[src/rtl/wb_bridge_decoder_if.sv]
// Bus bundle between the Nios Wishbone bridge port, wb_bridge_decoder and its two Wishbone slaves.
// The master modport is the decoder's view. The slave modport is the bridge/slave environment's view.
interface wb_bridge_decoder_if #(
   parameter int ADDR_W = 15,
   parameter int DATA_W = 32
);
   logic              br_en;
   logic              br_rw;
   logic [ADDR_W-1:0] br_addr;
   logic [3:0]        br_sel;
   logic [DATA_W-1:0] br_wdata;
   logic              sel_mem;
   logic [DATA_W-1:0] br_rdata;
   logic              br_ack;
   logic              err_o;

   logic [31:0]       mem_adr_o;
   logic [3:0]        mem_sel_o;
   logic              mem_we_o;
   logic              mem_cyc_o;
   logic              mem_stb_o;
   logic [DATA_W-1:0] mem_dat_o;
   logic [DATA_W-1:0] mem_dat_i;
   logic              mem_ack_i;
   logic              mem_err_i;

   logic [9:0]        ctrl_adr_o;
   logic [3:0]        ctrl_sel_o;
   logic              ctrl_we_o;
   logic              ctrl_cyc_o;
   logic              ctrl_stb_o;
   logic [DATA_W-1:0] ctrl_dat_o;
   logic [DATA_W-1:0] ctrl_dat_i;
   logic              ctrl_ack_i;
   logic              ctrl_err_i;

   modport master (
      input  br_en, br_rw, br_addr, br_sel, br_wdata, sel_mem,
      output br_rdata, br_ack, err_o,
      output mem_adr_o, mem_sel_o, mem_we_o, mem_cyc_o, mem_stb_o, mem_dat_o,
      input  mem_dat_i, mem_ack_i, mem_err_i,
      output ctrl_adr_o, ctrl_sel_o, ctrl_we_o, ctrl_cyc_o, ctrl_stb_o, ctrl_dat_o,
      input  ctrl_dat_i, ctrl_ack_i, ctrl_err_i
   );

   modport slave (
      output br_en, br_rw, br_addr, br_sel, br_wdata, sel_mem,
      input  br_rdata, br_ack, err_o,
      input  mem_adr_o, mem_sel_o, mem_we_o, mem_cyc_o, mem_stb_o, mem_dat_o,
      output mem_dat_i, mem_ack_i, mem_err_i,
      input  ctrl_adr_o, ctrl_sel_o, ctrl_we_o, ctrl_cyc_o, ctrl_stb_o, ctrl_dat_o,
      output ctrl_dat_i, ctrl_ack_i, ctrl_err_i
   );
endinterface

[src/rtl/wb_bridge_decoder.sv]
// Registered transaction engine steering bridge requests to the ethmac control slave or the shared memory.
// Optional macro BUS_TIMEOUT_EN turns a hung slave into an error termination after TIMEOUT_CYC cycles.
module wb_bridge_decoder #(
   parameter int                ADDR_W      = 15,
   parameter int                DATA_W      = 32,
   parameter int                TIMEOUT_CYC = 255,
   parameter logic [DATA_W-1:0] ERR_DATA    = 32'hDEAD_BEEF
) (
   input logic                  wb_clk_i,
   input logic                  reset_n,
   wb_bridge_decoder_if.master  bus
);

   typedef enum logic [1:0] {
      IDLE    = 2'd0,
      ACTIVE  = 2'd1,
      RELEASE = 2'd2
   } state_t;

   state_t            state_r,    state_s;
   logic              tgt_mem_r,  tgt_mem_s;
   logic [ADDR_W-1:0] adr_r,      adr_s;
   logic [3:0]        sel_r,      sel_s;
   logic [DATA_W-1:0] wdat_r,     wdat_s;
   logic              mem_cyc_r,  mem_cyc_s;
   logic              ctrl_cyc_r, ctrl_cyc_s;
   logic              mem_we_r,   mem_we_s;
   logic              ctrl_we_r,  ctrl_we_s;
   logic [DATA_W-1:0] rdata_r,    rdata_s;
   logic              ack_r,      ack_s;
   logic              err_r,      err_s;

   logic              slv_ack_s;
   logic              slv_err_s;
   logic [DATA_W-1:0] slv_dat_s;
   logic              tmo_s;
   logic              fail_s;

`ifdef BUS_TIMEOUT_EN
   localparam int CNT_W = ($clog2(TIMEOUT_CYC + 1) > 8) ? $clog2(TIMEOUT_CYC + 1) : 8;
   logic [CNT_W-1:0]  cnt_r, cnt_s;

   // Timeout fires on the edge where the no-response count would reach TIMEOUT_CYC
   always_comb begin
      tmo_s = (cnt_r == CNT_W'(TIMEOUT_CYC - 1));
   end
`else
   // Without the timeout feature ACTIVE waits for the slave indefinitely
   always_comb begin
      tmo_s = 1'b0;
   end
`endif

   // Only the latched target's response is ever looked at
   always_comb begin
      if (tgt_mem_r) begin
         slv_ack_s = bus.mem_ack_i;
         slv_err_s = bus.mem_err_i;
         slv_dat_s = bus.mem_dat_i;
      end else begin
         slv_ack_s = bus.ctrl_ack_i;
         slv_err_s = bus.ctrl_err_i;
         slv_dat_s = bus.ctrl_dat_i;
      end
      // A real ack beats a coincident timeout; a slave error beats its ack
      fail_s = slv_err_s | (tmo_s & ~slv_ack_s);
   end

   // Next-state and next-output computation for the transaction FSM
   always_comb begin
      state_s    = state_r;
      tgt_mem_s  = tgt_mem_r;
      adr_s      = adr_r;
      sel_s      = sel_r;
      wdat_s     = wdat_r;
      mem_cyc_s  = mem_cyc_r;
      ctrl_cyc_s = ctrl_cyc_r;
      mem_we_s   = mem_we_r;
      ctrl_we_s  = ctrl_we_r;
      rdata_s    = rdata_r;
      ack_s      = 1'b0;
      err_s      = 1'b0;
`ifdef BUS_TIMEOUT_EN
      cnt_s      = cnt_r;
`endif
      case (state_r)
         IDLE: begin
            if (bus.br_en) begin
               tgt_mem_s  = bus.sel_mem;
               adr_s      = bus.br_addr;
               sel_s      = bus.br_sel;
               wdat_s     = bus.br_wdata;
               mem_cyc_s  = bus.sel_mem;
               ctrl_cyc_s = ~bus.sel_mem;
               mem_we_s   = bus.sel_mem & ~bus.br_rw;
               ctrl_we_s  = ~bus.sel_mem & ~bus.br_rw;
`ifdef BUS_TIMEOUT_EN
               cnt_s      = '0;
`endif
               state_s    = ACTIVE;
            end else begin
               state_s    = IDLE;
            end
         end
         ACTIVE: begin
            if (slv_ack_s | slv_err_s | tmo_s) begin
               mem_cyc_s  = 1'b0;
               ctrl_cyc_s = 1'b0;
               ack_s      = 1'b1;
               err_s      = fail_s;
               // A read leaves the write-enables low, so either one flags a write
               if (!(mem_we_r | ctrl_we_r)) begin
                  rdata_s = fail_s ? ERR_DATA : slv_dat_s;
               end else begin
                  rdata_s = rdata_r;
               end
               mem_we_s   = 1'b0;
               ctrl_we_s  = 1'b0;
               state_s    = RELEASE;
            end else begin
`ifdef BUS_TIMEOUT_EN
               cnt_s      = cnt_r + CNT_W'(1);
`endif
               state_s    = ACTIVE;
            end
         end
         RELEASE: begin
            if (!bus.br_en) begin
               state_s = IDLE;
            end else begin
               state_s = RELEASE;
            end
         end
         default: begin
            state_s    = IDLE;
            mem_cyc_s  = 1'b0;
            ctrl_cyc_s = 1'b0;
            mem_we_s   = 1'b0;
            ctrl_we_s  = 1'b0;
         end
      endcase
   end

   // State and output registers with synchronous active-low reset
   always_ff @(posedge wb_clk_i) begin
      if (!reset_n) begin
         state_r    <= IDLE;
         tgt_mem_r  <= 1'b0;
         adr_r      <= '0;
         sel_r      <= 4'h0;
         wdat_r     <= '0;
         mem_cyc_r  <= 1'b0;
         ctrl_cyc_r <= 1'b0;
         mem_we_r   <= 1'b0;
         ctrl_we_r  <= 1'b0;
         rdata_r    <= '0;
         ack_r      <= 1'b0;
         err_r      <= 1'b0;
`ifdef BUS_TIMEOUT_EN
         cnt_r      <= '0;
`endif
      end else begin
         state_r    <= state_s;
         tgt_mem_r  <= tgt_mem_s;
         adr_r      <= adr_s;
         sel_r      <= sel_s;
         wdat_r     <= wdat_s;
         mem_cyc_r  <= mem_cyc_s;
         ctrl_cyc_r <= ctrl_cyc_s;
         mem_we_r   <= mem_we_s;
         ctrl_we_r  <= ctrl_we_s;
         rdata_r    <= rdata_s;
         ack_r      <= ack_s;
         err_r      <= err_s;
`ifdef BUS_TIMEOUT_EN
         cnt_r      <= cnt_s;
`endif
      end
   end

   assign bus.br_rdata   = rdata_r;
   assign bus.br_ack     = ack_r;
   assign bus.err_o      = err_r;

   assign bus.mem_adr_o  = {{(32-ADDR_W){1'b0}}, adr_r};
   assign bus.mem_sel_o  = sel_r;
   assign bus.mem_we_o   = mem_we_r;
   assign bus.mem_cyc_o  = mem_cyc_r;
   assign bus.mem_stb_o  = mem_cyc_r;
   assign bus.mem_dat_o  = wdat_r;

   assign bus.ctrl_adr_o = adr_r[11:2];
   assign bus.ctrl_sel_o = sel_r;
   assign bus.ctrl_we_o  = ctrl_we_r;
   assign bus.ctrl_cyc_o = ctrl_cyc_r;
   assign bus.ctrl_stb_o = ctrl_cyc_r;
   assign bus.ctrl_dat_o = wdat_r;

endmodule
[src/flat_wrapper.sv]
// flat-port wrapper written by rule: the top's interface ports become plain ports
module wb_bridge_decoder_flat 
#(
   parameter int                ADDR_W      = 15,
   parameter int                DATA_W      = 32,
   parameter int                TIMEOUT_CYC = 255,
   parameter logic [DATA_W-1:0] ERR_DATA    = 32'hDEAD_BEEF
)
  (wb_clk_i, reset_n, bus_br_en, bus_br_rw, bus_br_addr, bus_br_sel, bus_br_wdata, bus_sel_mem, bus_br_rdata, bus_br_ack, bus_err_o, bus_mem_adr_o, bus_mem_sel_o, bus_mem_we_o, bus_mem_cyc_o, bus_mem_stb_o, bus_mem_dat_o, bus_mem_dat_i, bus_mem_ack_i, bus_mem_err_i, bus_ctrl_adr_o, bus_ctrl_sel_o, bus_ctrl_we_o, bus_ctrl_cyc_o, bus_ctrl_stb_o, bus_ctrl_dat_o, bus_ctrl_dat_i, bus_ctrl_ack_i, bus_ctrl_err_i);
  wb_bridge_decoder_if #(.ADDR_W(ADDR_W), .DATA_W(DATA_W)) bus_i ();
  input logic wb_clk_i;
  input logic reset_n;
  input wire logic [$bits(bus_i.br_en)-1:0] bus_br_en;
  input wire logic [$bits(bus_i.br_rw)-1:0] bus_br_rw;
  input wire logic [$bits(bus_i.br_addr)-1:0] bus_br_addr;
  input wire logic [$bits(bus_i.br_sel)-1:0] bus_br_sel;
  input wire logic [$bits(bus_i.br_wdata)-1:0] bus_br_wdata;
  input wire logic [$bits(bus_i.sel_mem)-1:0] bus_sel_mem;
  output wire logic [$bits(bus_i.br_rdata)-1:0] bus_br_rdata;
  output wire logic [$bits(bus_i.br_ack)-1:0] bus_br_ack;
  output wire logic [$bits(bus_i.err_o)-1:0] bus_err_o;
  output wire logic [$bits(bus_i.mem_adr_o)-1:0] bus_mem_adr_o;
  output wire logic [$bits(bus_i.mem_sel_o)-1:0] bus_mem_sel_o;
  output wire logic [$bits(bus_i.mem_we_o)-1:0] bus_mem_we_o;
  output wire logic [$bits(bus_i.mem_cyc_o)-1:0] bus_mem_cyc_o;
  output wire logic [$bits(bus_i.mem_stb_o)-1:0] bus_mem_stb_o;
  output wire logic [$bits(bus_i.mem_dat_o)-1:0] bus_mem_dat_o;
  input wire logic [$bits(bus_i.mem_dat_i)-1:0] bus_mem_dat_i;
  input wire logic [$bits(bus_i.mem_ack_i)-1:0] bus_mem_ack_i;
  input wire logic [$bits(bus_i.mem_err_i)-1:0] bus_mem_err_i;
  output wire logic [$bits(bus_i.ctrl_adr_o)-1:0] bus_ctrl_adr_o;
  output wire logic [$bits(bus_i.ctrl_sel_o)-1:0] bus_ctrl_sel_o;
  output wire logic [$bits(bus_i.ctrl_we_o)-1:0] bus_ctrl_we_o;
  output wire logic [$bits(bus_i.ctrl_cyc_o)-1:0] bus_ctrl_cyc_o;
  output wire logic [$bits(bus_i.ctrl_stb_o)-1:0] bus_ctrl_stb_o;
  output wire logic [$bits(bus_i.ctrl_dat_o)-1:0] bus_ctrl_dat_o;
  input wire logic [$bits(bus_i.ctrl_dat_i)-1:0] bus_ctrl_dat_i;
  input wire logic [$bits(bus_i.ctrl_ack_i)-1:0] bus_ctrl_ack_i;
  input wire logic [$bits(bus_i.ctrl_err_i)-1:0] bus_ctrl_err_i;
  assign bus_i.br_en = bus_br_en;
  assign bus_i.br_rw = bus_br_rw;
  assign bus_i.br_addr = bus_br_addr;
  assign bus_i.br_sel = bus_br_sel;
  assign bus_i.br_wdata = bus_br_wdata;
  assign bus_i.sel_mem = bus_sel_mem;
  assign bus_br_rdata = bus_i.br_rdata;
  assign bus_br_ack = bus_i.br_ack;
  assign bus_err_o = bus_i.err_o;
  assign bus_mem_adr_o = bus_i.mem_adr_o;
  assign bus_mem_sel_o = bus_i.mem_sel_o;
  assign bus_mem_we_o = bus_i.mem_we_o;
  assign bus_mem_cyc_o = bus_i.mem_cyc_o;
  assign bus_mem_stb_o = bus_i.mem_stb_o;
  assign bus_mem_dat_o = bus_i.mem_dat_o;
  assign bus_i.mem_dat_i = bus_mem_dat_i;
  assign bus_i.mem_ack_i = bus_mem_ack_i;
  assign bus_i.mem_err_i = bus_mem_err_i;
  assign bus_ctrl_adr_o = bus_i.ctrl_adr_o;
  assign bus_ctrl_sel_o = bus_i.ctrl_sel_o;
  assign bus_ctrl_we_o = bus_i.ctrl_we_o;
  assign bus_ctrl_cyc_o = bus_i.ctrl_cyc_o;
  assign bus_ctrl_stb_o = bus_i.ctrl_stb_o;
  assign bus_ctrl_dat_o = bus_i.ctrl_dat_o;
  assign bus_i.ctrl_dat_i = bus_ctrl_dat_i;
  assign bus_i.ctrl_ack_i = bus_ctrl_ack_i;
  assign bus_i.ctrl_err_i = bus_ctrl_err_i;
  wb_bridge_decoder #(.ADDR_W(ADDR_W), .DATA_W(DATA_W), .TIMEOUT_CYC(TIMEOUT_CYC), .ERR_DATA(ERR_DATA)) u_core (.wb_clk_i(wb_clk_i), .reset_n(reset_n), .bus(bus_i));
endmodule
[config.mk]
export PLATFORM = sky130hd
export DESIGN_NAME = wb_bridge_decoder_flat
export DESIGN_NICKNAME = d
export VERILOG_FILES = /design/src/rtl/wb_bridge_decoder_if.sv /design/src/rtl/wb_bridge_decoder.sv /design/src/flat_wrapper.sv
export SDC_FILE = /design/constraint.sdc
export NUM_CORES = 1
export LEC_CHECK = 0
export ABC_AREA = 1
export BUFFER_PORTS_ARGS = -buffer_cell sky130_fd_sc_hd__clkbuf_2
export CAP_MARGIN = 15
export CORE_MARGIN = 3
export CORE_UTILIZATION = 43
export CTS_CLUSTER_DIAMETER = 40
export DETAILED_ROUTE_END_ITERATION = 8
export HOLD_SLACK_MARGIN = 0.05
export PLACE_DENSITY = 0.81
export SKIP_LAST_GASP = 1
export SYNTH_ARGS = -nofsm -noshare
export SYNTH_HDL_FRONTEND = slang
export SYNTH_SLANG_ARGS = --single-unit
[constraint.sdc]
create_clock -name wb_clk_i -period 1.4 [get_ports wb_clk_i]
set_input_delay 0.14 -clock wb_clk_i [delete_from_list [all_inputs] [get_ports wb_clk_i]]
set_output_delay 0.14 -clock wb_clk_i [all_outputs]
set_load 0.05 [all_outputs]
==> After elaboration in Yosys (flattened, before gate mapping) <==
Cells that the tools add are included.
{ "word_totals": {"inputBits": 124, "ff_bits": 92, "word_cells": 48} }
{ "op_classes": {"eq_ne": 4, "reduce_logical": 6, "n_mux": 18, "bitwise_logic": 8} }
{ "op_table": {"columns": ["cell", "count"], "rows": [
  ["$mux 32", 2],
  ["$pmux 1 s3", 4],
  ["$mux 1", 9],
  ["$reduce_and 3->1", 3],
  ["$pmux 2 s3", 1],
  ["$mux 2", 2],
  ["$not 1->1", 4],
  ["$reduce_and 2->1", 2],
  ["$and 1x1->1", 2],
  ["$eq 2x1->1 const B", 1],
  ["$eq 2x2->1 const B", 1],
  ["$logic_not 2->1", 1],
  ["$ne 2x1->1 const B", 1],
  ["$ne 2x2->1 const B", 1],
  ["$or 1x1->1", 2]
]} }

==> Logic depth before layout (Yosys ltp) <==
Gate-level depths: netlist of run 1.
{ "depth": {"depth_word": 4, "depth_mapped": 9, "depth_no_buf": 8} }

==> Least setup slack after synthesis of run 1 <==
OpenSTA, ideal clock, no wires.
{ "synth_path": {"kind": "register to register", "startpoint": "reg u_core.ctrl_we_r (netlist: u_core.bus.ctrl_we_o)", "endpoint": "reg u_core.rdata_r[14] (netlist: u_core.bus.br_rdata[14])", "slack_ns": 0.020, "arrival_time_ns": 1.244, "setup_time_ns": 0.136, "path_stages_with_launch": 6, "cell_sequence": "dfxtp_1 > nor3_4 > nand2_4 > buf_6 > a21oi_2 > nor3_2"} }
{ "synth_via": {"elab_chain_len": 3} }
{ "synth_rtl": {"columns": ["element", "line_no", "text"], "rows": [
  ["start: declaration", "wb_bridge_decoder.sv:28", "logic ctrl_we_r, ctrl_we_s;"],
  ["start signal: assignment", "wb_bridge_decoder.sv:171", "ctrl_we_r <= ctrl_we_s;"],
  ["$or 1x1->1", "wb_bridge_decoder.sv:112", "if (!(mem_we_r | ctrl_we_r)) begin"],
  ["$not 1->1 (no line)", null, null],
  ["$reduce_and 3->1 (no line)", null, null],
  ["end signal: assignment", "wb_bridge_decoder.sv:172", "rdata_r <= rdata_s;"],
  ["end: declaration", "wb_bridge_decoder.sv:29", "logic [DATA_W-1:0] rdata_r, rdata_s;"]
]} }
No other way between the ends.
A chain may end at the register's enable or synchronous reset.

==> Worst setup path in the final report of run 1 <==
{ "layout_path": {"startpoint": "reg u_core.state_r[1]", "endpoint": "reg u_core.rdata_r[2] (netlist: u_core.bus.br_rdata[2])"} }
{ "layout_via": {"elab_chain_len": 2} }
{ "layout_rtl": {"columns": ["element", "line_no", "text"], "rows": [
  ["start: declaration", "wb_bridge_decoder.sv:20", "state_t state_r, state_s;"],
  ["start signal: assignment", "wb_bridge_decoder.sv:163", "state_r <= state_s;"],
  ["$eq 2x1->1", "wb_bridge_decoder.sv:86", "case (state_r)"],
  ["$reduce_and 3->1 (no line)", null, null]
]} }
No other way between the ends.

==> results of run 1 <==
layer usage:
metal	GRT usage (%)	up-vias
met5	0	-
met4	7.85	0
met3	6.80	28
met2	41.1	222
met1	26.1	2048
li1	-	2340
layout by cell type (no fill, tap or decap), types with 10 or more instances in the layout:
cell	n
conb_1	17
nand2_1	89
nand3_1	27
o21ai_0	47
nor2_1	133
inv_1	12
dlygate4sd3_1	37
dfxtp_1	89
buf_4	10
clkbuf_2	260
a21oi_1	36
o21ai_1	23
what timing repair did:
action	CTS	global route
hold buffers	37	0
gates cloned	0	3
gates resized for setup	1	14
buffers inserted	0	2
hold endpoints to repair	37	0
pin swaps	0	3
endpoints found under the setup margin	6	78
kinds of logic after synthesis:
kind of cell / share of synthesized area, %
flops: 42.1
other cells: 0.0857
compound gates: 14.5
buf+inv: 17.3
simple gates: 26.1
flip-flops by register name (all words and copies together) (netlist names), 2 cells and up:
name	count
u_core.state_r	2
u_core.bus.ctrl_dat_o	32
u_core.bus.br_rdata	32
u_core.adr_r	15
u_core.bus.ctrl_sel_o	4
worst max-delay path, cell delays in order, from the launching register on:
cell	delay, ps
dfxtp_2	350
inv_2	50
nand2_1	80
nor3_4	210
buf_4	210
nand2_8	120
o21ai_1	150
nor2_1	50
final cells by class:
| class | count | area, um2 | area share (%) |
|---|---|---|---|
| timing repair buffer | 315 | 1920 | 31.4 |
| inverter | 17 | 67.6 | 1.11 |
| clock buffer | 10 | 128 | 2.09 |
| tap | 133 | 166 | 2.73 |
| multi-input combinational | 406 | 1880 | 30.8 |
| clock inverter | 6 | 93.8 | 1.54 |
| sequential | 92 | 1850 | 30.3 |
power by group:
part	switching, mW	leakage (nW)	internal (mW)
sequential	0.175	0.759	2.86
combinational	2.22	2.25	0.782
clock	0.977	0.107	1.02
total	3.38	3.11	4.67
through the flow:
step	TNS (ps)	hold slack, ps	instances
6_report	0	58.4	979
5_1_grt	-158	54.5	979
4_1_cts	0	50.5	974
3_5_place_dp	-5.86	394	921
3_3_place_gp	0	386	921
2_1_floorplan	0	288	617
path summary, 6_finish.rpt:
kind / start / end / slack (ps) / depth (start not counted)
max: u_core.state_r[1] / u_core.bus.br_rdata[2] / 70 / 7
min: bus_br_wdata[29] / u_core.bus.ctrl_dat_o[29] / 60 / 3
max reg2reg: u_core.state_r[1] / u_core.bus.br_rdata[2] / 70 / 7
min reg2reg: u_core.bus.br_rdata[27] / u_core.bus.br_rdata[27] / 490 / 2
==> results.sh, run 1 <==
export IMPL_cts_buffers_inserted=9
export IMPL_netlist_area_leader_share_pct=42.1
export IMPL_fin_crit_sh_pct=94.7
export IMPL_vias_per_cell=4.74
export IMPL_ys_flop_type="dfxtp_1"
export IMPL_first_iter_violations=306
export IMPL_setup_viol=0
export IMPL_critPathMaxFanout=16
export IMPL_place_congestion=0.830
export IMPL_drc_errors=0
export IMPL_final_max_slew_viol_count=0
export IMPL_yosysTopAreaCell="dfxtp_1"
export IMPL_period_minus_slack_ps=1330
export IMPL_worstHoldPathType="in -> reg"
export IMPL_rsz0062_at_grt="yes"
export IMPL_cts_tree="built"
export IMPL_synthArstFlopShare_pct=0
export IMPL_drt_antenna_violating_nets=0
export IMPL_synth_edf_count=0
export IMPL_ys_seq_area_share_pct=42.1
export IMPL_io_pins=278
export IMPL_ir_worst_vdd_mv=0.676
export IMPL_worst_clock_skew_ps=11.8
export IMPL_fmax_mhz=754
export IMPL_crit_path_start_kind="register"
export IMPL_wl_met2_mm=7.14
export IMPL_yosys_top_cells_count="133 x nor2_1, 92 x dfxtp_1, 89 x nand2_1"
export IMPL_grt_pass1_vias=4206
export IMPL_grt_overflow=0
export IMPL_cp_required_ps=1640
export IMPL_firstDrtPassIters=5
export IMPL_status="completed"
export IMPL_dr_wl_met3_mm=1.26
export IMPL_fin_ws_ps=74.3
export IMPL_fin_nets=965
export IMPL_rows=36
export IMPL_hpwl_mm=9.72
export IMPL_p_leak_nw=3.11
export IMPL_insertion_delay_ps=350
export IMPL_yosysMostFrequentCell="nor2_1"
export IMPL_m1WireLength_mm=5.54
export IMPL_syn_cell_area_mm2=0.00438
export IMPL_antenna_found_initial=0
export IMPL_grt_pass1_wl_mm=21.1
export IMPL_critical_path_class="reg -> reg"
export IMPL_diodes=0
export IMPL_core_area_mm2=0.00982
export IMPL_synth_cell_types=27
export IMPL_htreeDepth=3
export IMPL_cp_end_kind="register"
export IMPL_power_density_mw_per_mm2=1320
export IMPL_synth_avg_cell_area_um2=7.28
export IMPL_drive_above_1_share_pct=38.9
export IMPL_die_x_um=107
export IMPL_portBuffers=260
export IMPL_areaGrowthSynthToFinish_pct=39.3
export IMPL_routedWlPerCell_um=14.6
export IMPL_utilization_pct=62.1
export IMPL_syn_inst=601
export IMPL_yosysWarnings=0
export IMPL_worst_ep_arrival_time_ps=1560
export IMPL_fp_dieArea_mm2=0.0114
export IMPL_stdcell_area_mm2=0.00610
export IMPL_fillers=888
export IMPL_synthTopCellsByArea="dfxtp_1 42%, buf_4 12%, nor2_1 11%"
export IMPL_top_layer_used="met4"
export IMPL_die_y_um=107
export IMPL_placedInstanceArea_mm2=0.00537
export IMPL_finalWirelength_mm=14.3
export IMPL_total_power_mw=8.04
export IMPL_num_vias=4638
export IMPL_grt_max_degree=55
export IMPL_clk_pin_slew_ps=100
export IMPL_final_hold_violation_count=0
export IMPL_synth_seq_cells=92
export IMPL_dp_slack_ps=-5.86
export IMPL_grt_util_all_layers_pct=23.0
export IMPL_cts_root_buffer="clkbuf_8"
export IMPL_cts_sinks=92
export IMPL_initial_utilization_pct=44.6
export IMPL_drv_cap=0
export IMPL_cts_buffer_depth=2
Power figures use the tool's default switching activity.
==> run 2, diff against run 1 <==
--- a/config.mk
+++ b/config.mk
@@ -12,7 +12,7 @@
 export CORE_UTILIZATION = 43
 export CTS_CLUSTER_DIAMETER = 40
 export DETAILED_ROUTE_END_ITERATION = 8
-export HOLD_SLACK_MARGIN = 0.05
+export MAX_ROUTING_LAYER = met4
 export PLACE_DENSITY = 0.81
 export SKIP_LAST_GASP = 1
 export SYNTH_ARGS = -nofsm -noshare
==> results.sh, run 2 (synthesized netlist as in run 1, its figures left out) <==
export IMPL_die_y_um=107
export IMPL_finalWirelength_mm=13.0
export IMPL_rows=36
export IMPL_multiInputGateArea_mm2=0.00188
export IMPL_ir_worst_vdd_mv=0.641
export IMPL_grt_util_all_layers_pct=21.4
export IMPL_p_sw_share_pct=42.0
export IMPL_regArea_mm2=0.00185
export IMPL_placedInstanceArea_mm2=0.00537
export IMPL_routedWlPerCell_um=13.8
export IMPL_drc_errors=0
export IMPL_drive_above_1_share_pct=40.7
export IMPL_first_iter_violations=314
export IMPL_fillers=973
export IMPL_final_max_slew_viol_count=0
export IMPL_grt_max_degree=55
export IMPL_place_congestion=0.843
export IMPL_cts_root_buffer="clkbuf_8"
export IMPL_total_power_mw=7.92
export IMPL_num_vias=4435
export IMPL_p_switching_mw=3.32
export IMPL_areaGrowthSynthToFinish_pct=30.8
export IMPL_power_density_mw_per_mm2=1380
export IMPL_worst_ep_arrival_time_ps=1560
export IMPL_grt_pass1_vias=3862
export IMPL_firstDrtPassIters=4
export IMPL_grt_pass1_wl_mm=19.1
export IMPL_clk_pin_slew_ps=90
export IMPL_diodes=0
export IMPL_cts_sinks=92
export IMPL_critical_path_class="reg -> reg"
export IMPL_m1WireLength_mm=5.26
export IMPL_cts_buffers_inserted=9
export IMPL_layout_commonest_cell="clkbuf_2"
export IMPL_p_int_mw=4.60
export IMPL_combPwrFrac_pct=36.6
export IMPL_fin_nets=928
export IMPL_period_minus_slack_ps=1330
export IMPL_insertion_delay_ps=340
export IMPL_layout_common_cells="260 x clkbuf_2, 133 x nor2_1, 89 x nand2_1, 89 x dfxtp_1, 47 x o21ai_0"
export IMPL_vias_per_cell=4.71
export IMPL_seqPwrFrac_pct=38.2
export IMPL_fp_dieArea_mm2=0.0114
export IMPL_cts_tree="built"
export IMPL_critPathMaxFanout=16
export IMPL_setup_viol=0
export IMPL_rsz0062_at_grt="yes"
export IMPL_final_hold_violation_count=0
export IMPL_io_pins=278
export IMPL_dr_wl_met3_mm=1.04
export IMPL_hpwl_mm=9.72
export IMPL_reg2reg_slack_ps=70
export IMPL_portBuffers=260
export IMPL_fin_crit_sh_pct=94.8
export IMPL_top_layer_used="met4"
export IMPL_die_x_um=107
export IMPL_htreeDepth=3
export IMPL_cts_buffer_depth=2
export IMPL_stdcell_area_mm2=0.00573
export IMPL_worstHoldPathType="in -> reg"
export IMPL_cts_hold_fix_buffers=0
export IMPL_worst_clock_skew_ps=10.1
export IMPL_status="completed"
export IMPL_fmax_mhz=753
export IMPL_drt_antenna_violating_nets=0
export IMPL_drv_cap=0
export IMPL_cp_required_ps=1640
export IMPL_p_leak_nw=2.96
export IMPL_grt_overflow=0
export IMPL_crit_path_start_kind="register"
export IMPL_wl_met2_mm=6.50
export IMPL_initial_utilization_pct=44.6
export IMPL_cp_end_kind="register"
export IMPL_clockPowerShare_pct=25.2
export IMPL_core_area_mm2=0.00982
export IMPL_antenna_found_initial=0
==> run 2: changes by cell type in the layout (fill, tap and decap cells not counted), sizes merged <==
cell / before / now
dlygate4sd3: 37 / 0
==> run 2: worst paths after layout <==
check                                            endpoint  cells past startpoint               startpoint
worst max-delay path               u_core.bus.br_rdata[2]                      7        u_core.state_r[1]
worst min-delay path            u_core.bus.ctrl_dat_o[26]                      3         bus_br_wdata[26]
worst max register to register     u_core.bus.br_rdata[2]                      7        u_core.state_r[1]
worst min register to register    u_core.bus.br_rdata[27]                      2  u_core.bus.br_rdata[27]
==> run 2: what timing repair did <==
action,in CTS,in global routing
endpoints found under the setup margin,6,78
gates resized for setup,1,14
pin swaps,0,3
setup buffers,0,2
cloned,0,3
==> run 2: power groups by stage <==
stage / sequential [mW] / combinational [mW] / clock [mW]
2_1_floorplan: 3.87 / 1.51 / 0
3_3_place_gp: 3.08 / 2.81 / 0
3_5_place_dp: 3.09 / 2.82 / 0
4_1_cts: 3.03 / 2.83 / 2.04
5_1_grt: 3.06 / 3.09 / 2.15
6_report: 3.03 / 2.90 / 2.00
==> run 2: area by class of cell <==
cell class / count / area share (%)
clock buffers: 10 / 2.23
inverters: 17 / 1.18
repair buffers: 278 / 27.0
flip-flops and latches: 92 / 32.2
well taps: 133 / 2.91
multi-input cells: 406 / 32.8
clock inverters: 6 / 1.64
==> run 2: critical path: stages, from the launching register on <==
cell     delay, ps
dfxtp_2        350
inv_2           50
nand2_1         80
nor3_4         210
buf_4          210
nand2_8        120
o21ai_1        150
nor2_1          50
==> run 2: layer usage <==
metal	GRT usage (%)	up-vias
li1	-	2264
met5	-	-
met4	6.12	0
met3	4.94	14
met1	25.2	1953
met2	36.6	204
==> run 2: metrics by stage <==
stage	util, %	hold slack (ps)	setup WS (ps)	std cells	setup TNS, ps
3_3_place_gp	54.7	386	54.9	921	0
5_1_grt	58.3	22.4	-27.4	942	-158
3_5_place_dp	54.7	394	-5.86	921	-5.86
6_report	58.3	30.3	72.7	942	0
4_1_cts	57.0	16.5	12.3	937	0
2_1_floorplan	-	288	19.9	617	0
==> run 3, diff against run 2 <==
--- a/config.mk
+++ b/config.mk
@@ -6,7 +6,7 @@
 export NUM_CORES = 1
 export LEC_CHECK = 0
 export ABC_AREA = 1
-export BUFFER_PORTS_ARGS = -buffer_cell sky130_fd_sc_hd__clkbuf_2
+export BUFFER_PORTS_ARGS = -buffer_cell sky130_fd_sc_hd__buf_4
 export CAP_MARGIN = 15
 export CORE_MARGIN = 3
 export CORE_UTILIZATION = 43
==> results.sh, run 3 (synthesized netlist as in run 1, its figures left out) <==
export IMPL_holdWs_ps=32.9
export IMPL_critPathMaxFanout=32
export IMPL_startpoint="u_core.tgt_mem_r"
export IMPL_cts_sinks=92
export IMPL_die_x_um=107
export IMPL_place_congestion=0.803
export IMPL_htreeDepth=3
export IMPL_core_area_mm2=0.00982
export IMPL_vias_per_cell=4.73
export IMPL_rows=36
export IMPL_worstHoldPathType="in -> reg"
export IMPL_cts_buffer_depth=2
export IMPL_crit_path_max_incr_delay_ps=400
export IMPL_ir_worst_vdd_mv=0.561
export IMPL_routedWlPerCell_um=14.5
export IMPL_cpMostUsedCell="nand2_4"
export IMPL_layout_commonest_cell="buf_4"
export IMPL_placedCellCount=919
export IMPL_areaGrowthSynthToFinish_pct=42.7
export IMPL_drc_errors=0
export IMPL_grt_pass1_wl_mm=20.6
export IMPL_final_hold_violation_count=0
export IMPL_diodes=0
export IMPL_finalWirelength_mm=13.6
export IMPL_worst_clock_skew_ps=4.05
export IMPL_firstDrtPassIters=4
export IMPL_timing_rr_start="u_core.tgt_mem_r"
export IMPL_rsz0062_at_grt="no"
export IMPL_fin_ws_ps=102
export IMPL_grt_pass1_vias=4154
export IMPL_grt_max_degree=52
export IMPL_cp_endpoint="u_core.bus.br_rdata[14]"
export IMPL_status="completed"
export IMPL_clk_pin_slew_ps=90
export IMPL_reg2reg_depth=6
export IMPL_grt_util_all_layers_pct=23.2
export IMPL_p_leak_nw=3.08
export IMPL_initial_utilization_pct=44.6
export IMPL_period_minus_slack_ps=1300
export IMPL_reg2reg_slack_ps=100
export IMPL_io_pins=278
export IMPL_die_y_um=107
export IMPL_cp_end_kind="register"
export IMPL_cp_required_ps=1650
export IMPL_fmax_mhz=771
export IMPL_fp_dieArea_mm2=0.0114
export IMPL_insertion_delay_ps=350
export IMPL_cts_tree="built"
export IMPL_final_max_slew_viol_count=0
export IMPL_fillers=847
export IMPL_crit_chain="nand2_1, nand2_4, nand2_4, buf_12, a21oi_1, nor3_2"
export IMPL_setup_viol=0
export IMPL_crit_path_start_kind="register"
export IMPL_num_vias=4425
export IMPL_drv_cap=0
export IMPL_grt_overflow=0
export IMPL_fin_nets=922
export IMPL_fin_crit_sh_pct=92.7
export IMPL_cts_buffers_inserted=9
export IMPL_utilization_pct=63.6
export IMPL_portBuffers=260
export IMPL_first_iter_violations=230
export IMPL_dp_slack_ps=-40.7
export IMPL_critical_path_class="reg -> reg"
export IMPL_hpwl_mm=10.6
export IMPL_drt_antenna_violating_nets=0
export IMPL_cts_hold_fix_buffers=0
export IMPL_antenna_found_initial=0
export IMPL_finalSetupTns_ps=0
export IMPL_drive_above_1_share_pct=39.9
export IMPL_cts_root_buffer="clkbuf_8"
export IMPL_rr_endpoint="u_core.bus.br_rdata[14]"
export IMPL_slowest_stage="dfxtp_2"
export IMPL_layout_common_cells="267 x buf_4, 133 x nor2_1, 90 x dfxtp_1"
export IMPL_worst_ep_arrival_time_ps=1550
export IMPL_final_cells=936
export IMPL_power_density_mw_per_mm2=1270
[run 3: changes by cell type in the layout (fill, tap and decap cells not counted), moves of 2 or more]
cell | before | now
clkbuf_2 | 260 | 0
a21oi_1 | 36 | 38
clkbuf_16 | 2 | 0
inv_6 | 2 | 0
bufinv_16 | 2 | 0
a21oi_2 | 8 | 6
buf_4 | 10 | 267
clkbuf_8 | 9 | 12
[run 3: final cells by class]
class,instances,area [um2],area share (%)
clock buffer,13,169,2.70
sequential,92,1840,29.5
tap,133,166,2.66
clock inverter,3,20.0,0.321
multi-input combinational,405,1850,29.7
inverter,17,68.8,1.10
timing repair buffer,273,2120,34.0
[run 3: metal layers]
metal	GRT usage [%]	vias to the layer above	share of wire, %
met5	-	-	0
met4	8.68	0	2.2
met3	5.54	23	8.9
met2	40.9	188	51
met1	25.3	1978	38
li1	-	2236	-
[run 3: where the power goes]
part / internal [mW] / switching (mW) / total (mW)
Clock: 0.790 / 0.899 / 1.69
Sequential: 2.86 / 0.182 / 3.04
Combinational: 0.994 / 2.18 / 3.17
Total: 4.64 / 3.26 / 7.90
[run 3: metrics by stage]
stage | area, um2 | power (mW)
finish | 6250 | 7.90
global route | 6250 | 8.26
CTS | 6240 | 7.93
detailed placement | 6020 | 6.26
global placement | 6020 | 6.21
floorplan | 4440 | 5.38
[run 3: critical path: cells and delay by family, from the launching register on]
kind,cells,cell delay (ps)
AOI/OAI and AO/OA,1,210
buffers and inverters,1,170
and+or+nand+nor,4,410
DFF,1,400
[run 3: worst min path at each step]
stage | startpoint | endpoint | slack [ps] | cells after the start
finish | bus_br_wdata[26] | u_core.bus.ctrl_dat_o[26] | 30 | 3
global route | bus_br_sel[2] | u_core.bus.ctrl_sel_o[2] | 30 | 3
CTS | bus_br_wdata[25] | u_core.bus.ctrl_dat_o[25] | 20 | 3
detailed placement | bus_br_wdata[25] | u_core.bus.ctrl_dat_o[25] | 390 | 3
global placement | bus_br_wdata[26] | u_core.bus.ctrl_dat_o[26] | 380 | 3
floorplan | bus_br_wdata[23] | u_core.bus.ctrl_dat_o[23] | 290 | 2
[run 3: timing repair]
action,CTS,global route
endpoints found under the setup margin,32,77
gates cloned,0,0
hold endpoints to repair,0,0
gates resized for setup,1,5
setup buffers,1,0
pin swaps,1,1
